[config.mk]
export PLATFORM = sky130hd
export DESIGN_NAME = apb_master
export DESIGN_NICKNAME = d
export VERILOG_FILES = /design/src/rtl/apb_master.sv
export SDC_FILE = /design/constraint.sdc
export NUM_CORES = 1
export LEC_CHECK = 0
export BUFFER_PORTS_ARGS = -buffer_cell sky130_fd_sc_hd__buf_2
export CORE_ASPECT_RATIO = 1.1
export CORE_MARGIN = 4
export CORE_UTILIZATION = 30
export CTS_CLUSTER_SIZE = 14
export DETAILED_ROUTE_END_ITERATION = 12
export GPL_TIMING_DRIVEN = 1
export PLACE_DENSITY = 0.59
export SYNTH_ARGS = -nofsm -noshare
export SYNTH_HDL_FRONTEND = slang
export SYNTH_SLANG_ARGS = --single-unit
[constraint.sdc]
create_clock -name PCLK_i -period 3 [get_ports PCLK_i]
set_input_delay 0.3 -clock PCLK_i [delete_from_list [all_inputs] [get_ports PCLK_i]]
set_output_delay 0.3 -clock PCLK_i [all_outputs]
set_load 0.02 [all_outputs]
[src/rtl/apb_master.sv]
// rtl/apb_master.sv - APB master bridging a simple request port onto an APB bus.
// SETUP/ACCESS sequencing with back-to-back chaining and a wait-state timeout.
module apb_master #(
    parameter int ADDR_WIDTH   = 8,
    parameter int DATA_WIDTH   = 8,
    parameter int PSEL_WIDTH   = 1,
    parameter int WAIT_TIMEOUT = 16
) (
    input  logic                  PCLK_i,
    input  logic                  PRESET_i,
    input  logic [1:0]            PMODE_i,
    input  logic [ADDR_WIDTH-1:0] PADDR_i,
    input  logic [PSEL_WIDTH-1:0] PSEL_i,
    input  logic [DATA_WIDTH-1:0] PWDATA_i,
    input  logic                  PREADY_i,
    input  logic [DATA_WIDTH-1:0] PRDATA_i,
    output logic                  PWRITE_o,
    output logic [ADDR_WIDTH-1:0] PADDR_o,
    output logic [PSEL_WIDTH-1:0] PSEL_o,
    output logic                  PENABLE_o,
    output logic [DATA_WIDTH-1:0] PWDATA_o,
    output logic                  PREADY_o,
    output logic [DATA_WIDTH-1:0] PRDATA_o,
    output logic                  PSLVERR_o
);
    localparam int CNT_W = $clog2(WAIT_TIMEOUT + 1);

    typedef enum logic [1:0] {IDLE, SETUP, ACCESS} state_t;

    state_t                r_state;
    state_t                w_next;
    logic [CNT_W-1:0]      r_wait_cnt;
    logic [ADDR_WIDTH-1:0] r_paddr;
    logic [PSEL_WIDTH-1:0] r_psel;
    logic                  r_pwrite;
    logic [DATA_WIDTH-1:0] r_pwdata;
    logic [DATA_WIDTH-1:0] r_prdata;
    logic                  r_pslverr;

    logic w_req_valid;
    logic w_done;
    logic w_timeout;
    logic w_capture;

    assign w_req_valid = PMODE_i[1] && (|PSEL_i);
    assign w_done      = (r_state == ACCESS) && PREADY_i;
    assign w_timeout   = (r_state == ACCESS) && !PREADY_i &&
                         (r_wait_cnt == CNT_W'(WAIT_TIMEOUT - 1));
    // A new request is only accepted from IDLE or on the completing ACCESS edge.
    assign w_capture   = w_req_valid && ((r_state == IDLE) || w_done);

    always_ff @(posedge PCLK_i or negedge PRESET_i) begin
        if (!PRESET_i) begin
            r_state <= IDLE;
        end else begin
            r_state <= w_next;
        end
    end

    always_comb begin
        w_next = r_state;
        case (r_state)
            IDLE:    if (w_req_valid) w_next = SETUP;
            SETUP:   w_next = ACCESS;
            ACCESS: begin
                if (PREADY_i)       w_next = w_req_valid ? SETUP : IDLE;
                else if (w_timeout) w_next = IDLE;
            end
            default: w_next = IDLE;
        endcase
    end

    always_ff @(posedge PCLK_i or negedge PRESET_i) begin
        if (!PRESET_i) begin
            r_wait_cnt <= '0;
            r_paddr    <= '0;
            r_psel     <= '0;
            r_pwrite   <= 1'b0;
            r_pwdata   <= '0;
            r_prdata   <= '0;
            r_pslverr  <= 1'b0;
        end else begin
            if ((r_state == ACCESS) && !PREADY_i && !w_timeout) begin
                r_wait_cnt <= r_wait_cnt + CNT_W'(1);
            end else begin
                r_wait_cnt <= '0;
            end
            r_pslverr <= w_timeout;
            if (w_done && !r_pwrite) begin
                r_prdata <= PRDATA_i;
            end
            if (w_capture) begin
                r_paddr  <= PADDR_i;
                r_psel   <= PSEL_i;
                r_pwrite <= PMODE_i[0];
                if (PMODE_i[0]) begin
                    r_pwdata <= PWDATA_i;
                end
            end
        end
    end

    // Select is gated in IDLE so a timeout abort drops it without clearing r_psel.
    assign PSEL_o    = (r_state != IDLE) ? r_psel : '0;
    assign PENABLE_o = (r_state == ACCESS);
    assign PREADY_o  = w_done;
    assign PADDR_o   = r_paddr;
    assign PWRITE_o  = r_pwrite;
    assign PWDATA_o  = r_pwdata;
    assign PRDATA_o  = r_prdata;
    assign PSLVERR_o = r_pslverr;
endmodule

After elaboration in Yosys (flattened, before gate mapping)
Index checks and enable logic that the tools add are counted.

storage, ports and cells
  bits in registers = 34
  bits of input ports = 30
  output and inout port bits = 29
  logic and storage cells = 36

operators by class
  $add $sub $neg = 1
  equal/unequal tests = 5
  multiplexer cells = 7
  reductions and logical operators = 15

operators with widths
  kind                                           number
  logical AND 1 bit                              7
  two-way mux 2 bit                              3
  one-hot mux 2 bit (3 select lines)             1
  adder 5 x 1 -> 5 bit, second input constant    1
  == test 5 x 4 -> 1 bit, second input constant  1
  two-way mux 5 bit                              1
  AND reduction 2 bit                            2
  logical NOT 1 bit                              3
  != test 3 x 2 -> 1 bit, second input constant  1
  == test 2 x 1 -> 1 bit, second input constant  1
  == test 2 bit, second input constant           1
  logical NOT 2 bit                              1
  two-way mux 1 bit                              2
  != test 2 bit, second input constant           1
  nonzero test 2 bit                             1
  logical OR 1 bit                               1

Depth between registers and ports, before layout
Gate-level depths: netlist (run 1).

  word-level depth = 6
  mapped depth = 6
  gate-level depth less buffers = 5

Worst setup path after synthesis (run 1)
Ideal clock, no wire load.

  path type = register to register
  from = register r_wait_cnt[0]
  to = register r_wait_cnt[2]
  setup time = 0.072 ns
  arrival = 1.494 ns
  data required time = 2.928 ns
  setup slack = 1.434 ns
  stages on the path, launching flop included = 7
  buffers on the path = 1
  clock period less this slack = 1.566 ns
  path through = dfrtp_1 -> ha_1 -> and3_1 -> ha_1 -> or3_1 -> clkbuf_1 -> nor2_1

between the ends
  longest elaborated chain between the ends = 5
  elaborated cells on any way between the ends = 6
  those cells by class = add/sub: 1; eq/ne: 1; mux: 1; reduce/logical: 3

RTL lines
  element                                                       line  source
  start: declaration                                            32    logic [CNT_W-1:0] r_wait_cnt;
  start signal: assignment                                      84    r_wait_cnt <= r_wait_cnt + CNT_W'(1);
  branches (longest 4 deep; another with adder 5 x 1 -> 5 bit)  n/a
  two-way mux 5 bit *                                           83    if ((r_state == ACCESS) && !PREADY_i && !w_timeout) begin

Mark *: on every way between the ends.
A chain may end at the register's enable or synchronous reset.

Final worst setup path (run 1)
  from = register r_state[1]
  to = register r_pwdata[1], in the netlist PWDATA_o[1]

between the ends
  longest elaborated chain between the ends = 5
  elaborated cells on any way between the ends = 6
  those cells by class = eq/ne: 1; reduce/logical: 5

RTL lines
  element                                 line  source
  start: declaration                      30    state_t r_state;
  start signal: assignment                56    r_state <= w_next;
  == test 2 bit                           46    assign w_done = (r_state == ACCESS) && PREADY_i;
  logical AND 1 bit                       46
  logical OR 1 bit *                      50    assign w_capture = w_req_valid && ((r_state == IDLE) || w_done);
  logical AND 1 bit *                     50
  AND reduction 2 bit (no source line) *  n/a
  end signal: assignment                  97    r_pwdata <= PWDATA_i;
  end: declaration                        36    logic [DATA_WIDTH-1:0] r_pwdata;

Every way passes the cells marked *; elsewhere a longest branch is shown, timed or not.

==> summary.txt, run 1 <==
status -> completed
Finish-stage setup viols -> 0
filler instances -> 440
TritonCTS clock tree -> yes
Startpoint Class -> flip-flop
relative slew slack -> 0.505
Setup crit end kind -> flip-flop
synthesized flop and latch total -> 34
DIE WIDTH -> 72.1 um
Power per Cell Area -> 764 nW/um^2
Worst Hold Class -> in -> async
Hold WS -> 85.5 ps
Unique masters post-synth -> 24
Sw Pwr -> 438 uW
clock tree buffer depth -> 2
Pins Over Slew Limit -> 0
Clock Sinks -> 34
Worst-path clk slew -> 60 ps
drt pass-1 iters -> 4
Starting DRT DRC Count -> 34
top cells by area, synth -> dfrtp_1 (63%), mux2_2 (20%), ha_1 (1.8%), nor4b_4 (1.8%), inv_1 (1.4%)
Tmin final -> 1720 ps
die area -> 5650 sq um
Mapped Nets -> 121
CTS H-tree depth -> 2
cell internal pwr -> 921 uW
via count -> 905
total wire length -> 2860 um
switching share of power -> 0.322
root buffer cell -> clkbuf_8
Layout area overhead -> 31.4%
Post-DP Area -> 1700 sq um
DRC viols -> 0
Logic pwr share -> 0.307
f_max -> 0.580 GHz
cell taking the most area after synthesis -> dfrtp_1
post_cts resized -> 0
asr flop ratio synth -> 1.00
hpwl dp -> 2230 um
NumNets Final -> 184
drt via density -> 4.41
Worst Tran Pin Value -> 743 ps
first-pass GRT wire length -> 4970 um
Final Hold Viols -> 0
Avg Inst Size Synth -> 15.2 sq um
top cell type's share of synthesized area -> 0.628
Synth Instances -> 89
antenna-violating nets left -> 0
Cell Rows -> 25
worst path required time -> 3160 ps
WS Path Type -> reg -> reg
share of the yosys chip area belonging to registers -> 0.628
Worst EP arrival -> 1890 ps
Finished Core Util -> 0.412
worst skew pair latency -> 280 ps
largest net degree at the start of global routing -> 35
IO Count -> 59
Placed Cells -> 199
Clock Skew -> 3.30 ps
TNS Setup -> 0 ps
Post-synth EDFFs -> 0
CTS hold repair buffers -> 0
worst vdd ir -> 341 uV
max-cap check violation count -> 0
PnR Total Power -> 1.36 mW
diode count -> 0
GP Congestion -> 0.711
wire per inst -> 13.9 um
RSZ-0062 raised after global routing -> no
antenna violations before repair -> 0
Synth Flop Type -> dfrtp_1
Finished Layout Cells -> 205
global route overflow -> 0
core box area -> 4320 sq um
Static Leak -> 0.882 nW
vias in the first global route -> 1040
IO Port Bufs -> 58
Final Instance Area -> 1780 sq um
Post-CTS Setup Bufs -> 0
Setup WS pre-CTS -> 1210 ps
worst-path maximum fanout -> 9
mapped cell area -> 1350 sq um
die span in y -> 78.5 um
global-route usage over all layers -> 0.118
Yosys warning count -> 0
final period utilization -> 0.575
Clk pwr share -> 0.234
layout cell share with drive strength beyond 1 -> 0.623
Inserted Clock Buffers -> 5
part of the power in registers -> 0.459
final worst setup slack -> 1280 ps
Initial Util -> 0.314
## placed cells by master, fill, tap and decap left out
cell      count
a21o_2        1
and2_1        1
and3_1        1
buf_2        58
clkbuf_8      6
dfrtp_1      34
ha_1          2
inv_1         5
mux2_2       24
nand2_1       1
nand2b_1      1
nand2b_4      1
nand3_1       1
nor2_1        5
nor2b_4       1
nor3b_1       1
nor3b_2       1
nor4b_4       1
o21a_1        1
o21ai_0       1
or3_1         1
or3_4         1
xnor2_1       1
xor2_1        1
## power groups by stage
stage          clock [mW]  combinational, mW  sequential [mW]
6_report            0.319              0.417            0.624
5_1_grt             0.362              0.449            0.641
4_1_cts             0.331              0.426            0.625
3_5_place_dp            0              0.426            0.632
3_3_place_gp            0              0.416            0.626
2_1_floorplan           0              0.126            0.761
## synth_stat cells, types with 2 or more instances
cell type / number
nor2_1: 5
mux2_2: 24
ha_1: 2
dfrtp_1: 34
inv_1: 5
## state kept, by name, summed over array words and instances (netlist names)
| name | flops |
|---|---|
| PADDR_o | 8 |
| PRDATA_o | 8 |
| PWDATA_o | 8 |
| r_wait_cnt | 5 |
| r_state | 2 |
| PSLVERR_o | 1 |
| PWRITE_o | 1 |
| r_psel | 1 |
## area by class of cell
cell class	count	area [sq um]	share of cell area
clock buffer	6	82.6	0.0464
inverter	5	18.8	0.0105
tap	54	67.6	0.0380
sequential	34	851	0.478
multi-input combinational	48	469	0.264
timing repair buffer	58	290	0.163
## path summary, 6_finish.rpt
| kind | startpoint | slack (ps) | end | cells past startpoint |
|---|---|---|---|---|
| max in group asynchronous | PRESET_i | 2440 | PADDR_o[2]$_DFFE_PN0P_ | 1 |
| hold reg to reg | r_wait_cnt[0]$_DFF_PN0_ | 460 | r_wait_cnt[0]$_DFF_PN0_ | 1 |
| setup reg to reg | r_state[1]$_DFFE_PN0P_ | 1280 | PWDATA_o[1]$_DFFE_PN0P_ | 3 |
| setup / recovery | r_state[1]$_DFFE_PN0P_ | 1280 | PWDATA_o[1]$_DFFE_PN0P_ | 3 |
| hold / removal | PRESET_i | 90 | PWRITE_o$_DFFE_PN0P_ | 1 |
| min in group PCLK_i | PADDR_i[7] | 250 | PADDR_o[7]$_DFFE_PN0P_ | 2 |
## worst max-delay path, cell delays in order, from the launching register on
cell and delay, ps:
dfrtp_1 430, nor2b_4 160, nor4b_4 610, mux2_2 410
## kinds of logic (layout without fill, tap and decap cells)
family	count (synthesis)	in the layout	share of synthesized area
flip-flops	34	34	0.628
multiplexers	24	24	0.200
AND/OR/NAND/NOR	17	17	0.0998
buffers and inverters	7	69	0.0250
AO/OA/AOI/OAI	3	3	0.0157
adder cells (fa/ha/maj)	2	2	0.0185
XOR/XNOR	2	2	0.0129
## layer usage
| metal | share of wire | vias up | global-route usage | wire (um) |
|---|---|---|---|---|
| li1 | - | 424 | - | - |
| met2 | 0.57 | 30 | 0.212 | 1630 |
| met5 | 0 | - | 0 | 0 |
| met4 | 0.020 | 0 | 0.0508 | 56 |
| met3 | 0.083 | 6 | 0.0525 | 238 |
| met1 | 0.33 | 445 | 0.115 | 934 |
(Power assumes the default switching activity.)
==> inputs of run 2 (changes only) <==
Clock period 3 ns to 1.6 ns, I/O delays scaled along.
==> summary.txt, run 2 (same netlist as run 1, synthesis figures left out) <==
status -> completed
most common cell after layout, fill and taps aside -> buf_2
Worst path depth -> 5
vias in the first global route -> 1057
Starting DRT DRC Count -> 18
Placed Cells -> 202
Sequential Area -> 851 sq um
hpwl dp -> 2150 um
RSZ-0062 raised after global routing -> no
CTS H-tree depth -> 2
final worst setup slack -> 103 ps
die span in y -> 78.5 um
Cell Rows -> 25
Setup crit end kind -> flip-flop
Slowest-stage cell, CP -> dfrtp_1
TritonCTS clock tree -> yes
drt via density -> 4.37
largest net degree at the start of global routing -> 35
final period utilization -> 0.936
total wire length -> 2760 um
worst path required time -> 1810 ps
Clock Sinks -> 34
antenna-violating nets left -> 0
DIE WIDTH -> 72.1 um
Pins Over Slew Limit -> 0
Finish-stage setup viols -> 0
Setup WS pre-CTS -> -67.0 ps
worst skew pair latency -> 280 ps
core box area -> 4320 sq um
r2r startpoint -> r_wait_cnt[0]$_DFF_PN0_
relative slew slack -> 0.502
wire per inst -> 13.0 um
most frequent cells in the layout -> buf_2 (58), dfrtp_1 (34), mux2_2 (24), clkbuf_8 (6)
R2R depth -> 5
Worst Setup SP -> r_wait_cnt[0]$_DFF_PN0_
drt pass-1 iters -> 2
worst vdd ir -> 587 uV
global route overflow -> 0
reg-to-reg endpoint -> r_wait_cnt[3]$_DFF_PN0_
worst-path maximum fanout -> 6
Power per Cell Area -> 1410 nW/um^2
Finished Layout Cells -> 212
Post-DP Area -> 1720 sq um
WS Path Type -> reg -> reg
Final Hold Viols -> 0
Static Leak -> 0.911 nW
Worst EP arrival -> 1710 ps
first-pass GRT wire length -> 4750 um
Worst-path clk slew -> 60 ps
Tmin final -> 1500 ps
Clock Skew -> 4.67 ps
Worst Hold Class -> in -> reg
layout cell share with drive strength beyond 1 -> 0.639
clock tree buffer depth -> 2
DRC viols -> 0
global-route usage over all layers -> 0.110
NumNets Final -> 189
Inserted Clock Buffers -> 5
f_max -> 0.668 GHz
Finished Core Util -> 0.425
max-cap check violation count -> 0
die area -> 5650 sq um
crit-path cells -> ha_2 -> and3_1 -> ha_1 -> or3_4 -> nor2_1
Multi-input gate area -> 477 sq um
diode count -> 0
GP Congestion -> 0.677
CP peak stage delay -> 380 ps
Worst Tran Pin Value -> 747 ps
antenna violations before repair -> 0
crit-path leading delay family -> simple AND/OR/NAND/NOR gates
Startpoint Class -> flip-flop
worst path buffer plus inverter count -> 0
root buffer cell -> clkbuf_8
IO Port Bufs -> 58
Layout area overhead -> 35.6%
Initial Util -> 0.314
Final Instance Area -> 1840 sq um
register-to-register setup slack -> 100 ps
IO Count -> 59
filler instances -> 436
Worst setup endpoint -> r_wait_cnt[3]$_DFF_PN0_
via count -> 927
==> run 2: changes by cell type in the layout (fill, tap and decap cells not counted), sizes merged <==
cell         change
clkinv           +1
clkbuf           +1
buf              +4
dlygate4sd3      +1
==> run 2: stage by stage <==
stage	power (mW)	hold WS, ps	TNS (ps)
2_1_floorplan	1.66	-136	0
3_3_place_gp	1.96	253	0
3_5_place_dp	1.99	278	-335
4_1_cts	2.63	98.4	0
5_1_grt	2.75	93.2	0
6_report	2.59	110	0
==> run 2: cell type report <==
| cell class | count | area share |
|---|---|---|
| sequential | 34 | 0.464 |
| clock inverter | 1 | 0.00273 |
| multi-input combinational | 48 | 0.260 |
| inverter | 5 | 0.0102 |
| timing repair buffer | 63 | 0.180 |
| clock buffer | 7 | 0.0470 |
| tap | 54 | 0.0368 |
==> run 2: where the power goes <==
part	leakage (nW)	switching (mW)	internal (mW)
clock network	0.0482	0.280	0.346
registers	0.414	0.0982	1.06
logic	0.448	0.452	0.346
==> run 2: metal layers <==
metal | vias up | share of wire | GRT usage
li1 | 433 | - | -
met1 | 458 | 0.37 | 0.114
met2 | 30 | 0.54 | 0.191
met3 | 6 | 0.075 | 0.0461
met4 | 0 | 0.018 | 0.0508
met5 | - | 0 | 0
==> run 2: timing repair <==
action,in CTS,in global routing
hold endpoints to repair,34,0
setup endpoints to repair,6,6
gates resized for setup,2,0
buffers inserted,0,1
hold buffers,1,0
pin swaps,0,1
==> run 2: worst min-delay path by stage <==
stage               depth (start not counted)                 endpoint   startpoint  slack [ps]
floorplan                                   0   PADDR_o[0]$_DFFE_PN0P_     PRESET_i        -140
detailed placement                          1      PSLVERR_o$_DFF_PN0_     PRESET_i         280
finish                                      2   PADDR_o[7]$_DFFE_PN0P_   PADDR_i[7]         110
CTS                                         2   PADDR_o[7]$_DFFE_PN0P_   PADDR_i[7]         100
global placement                            1  PRDATA_o[0]$_DFFE_PN0P_     PRESET_i         250
global route                                2  PRDATA_o[0]$_DFFE_PN0P_  PRDATA_i[0]          90
==> run 2: worst register-to-register path, stage by stage, from the launching register on <==
cell and delay [ps]:
dfrtp_1 380, ha_2 200, and3_1 180, ha_1 190, or3_4 370, nor2_1 120
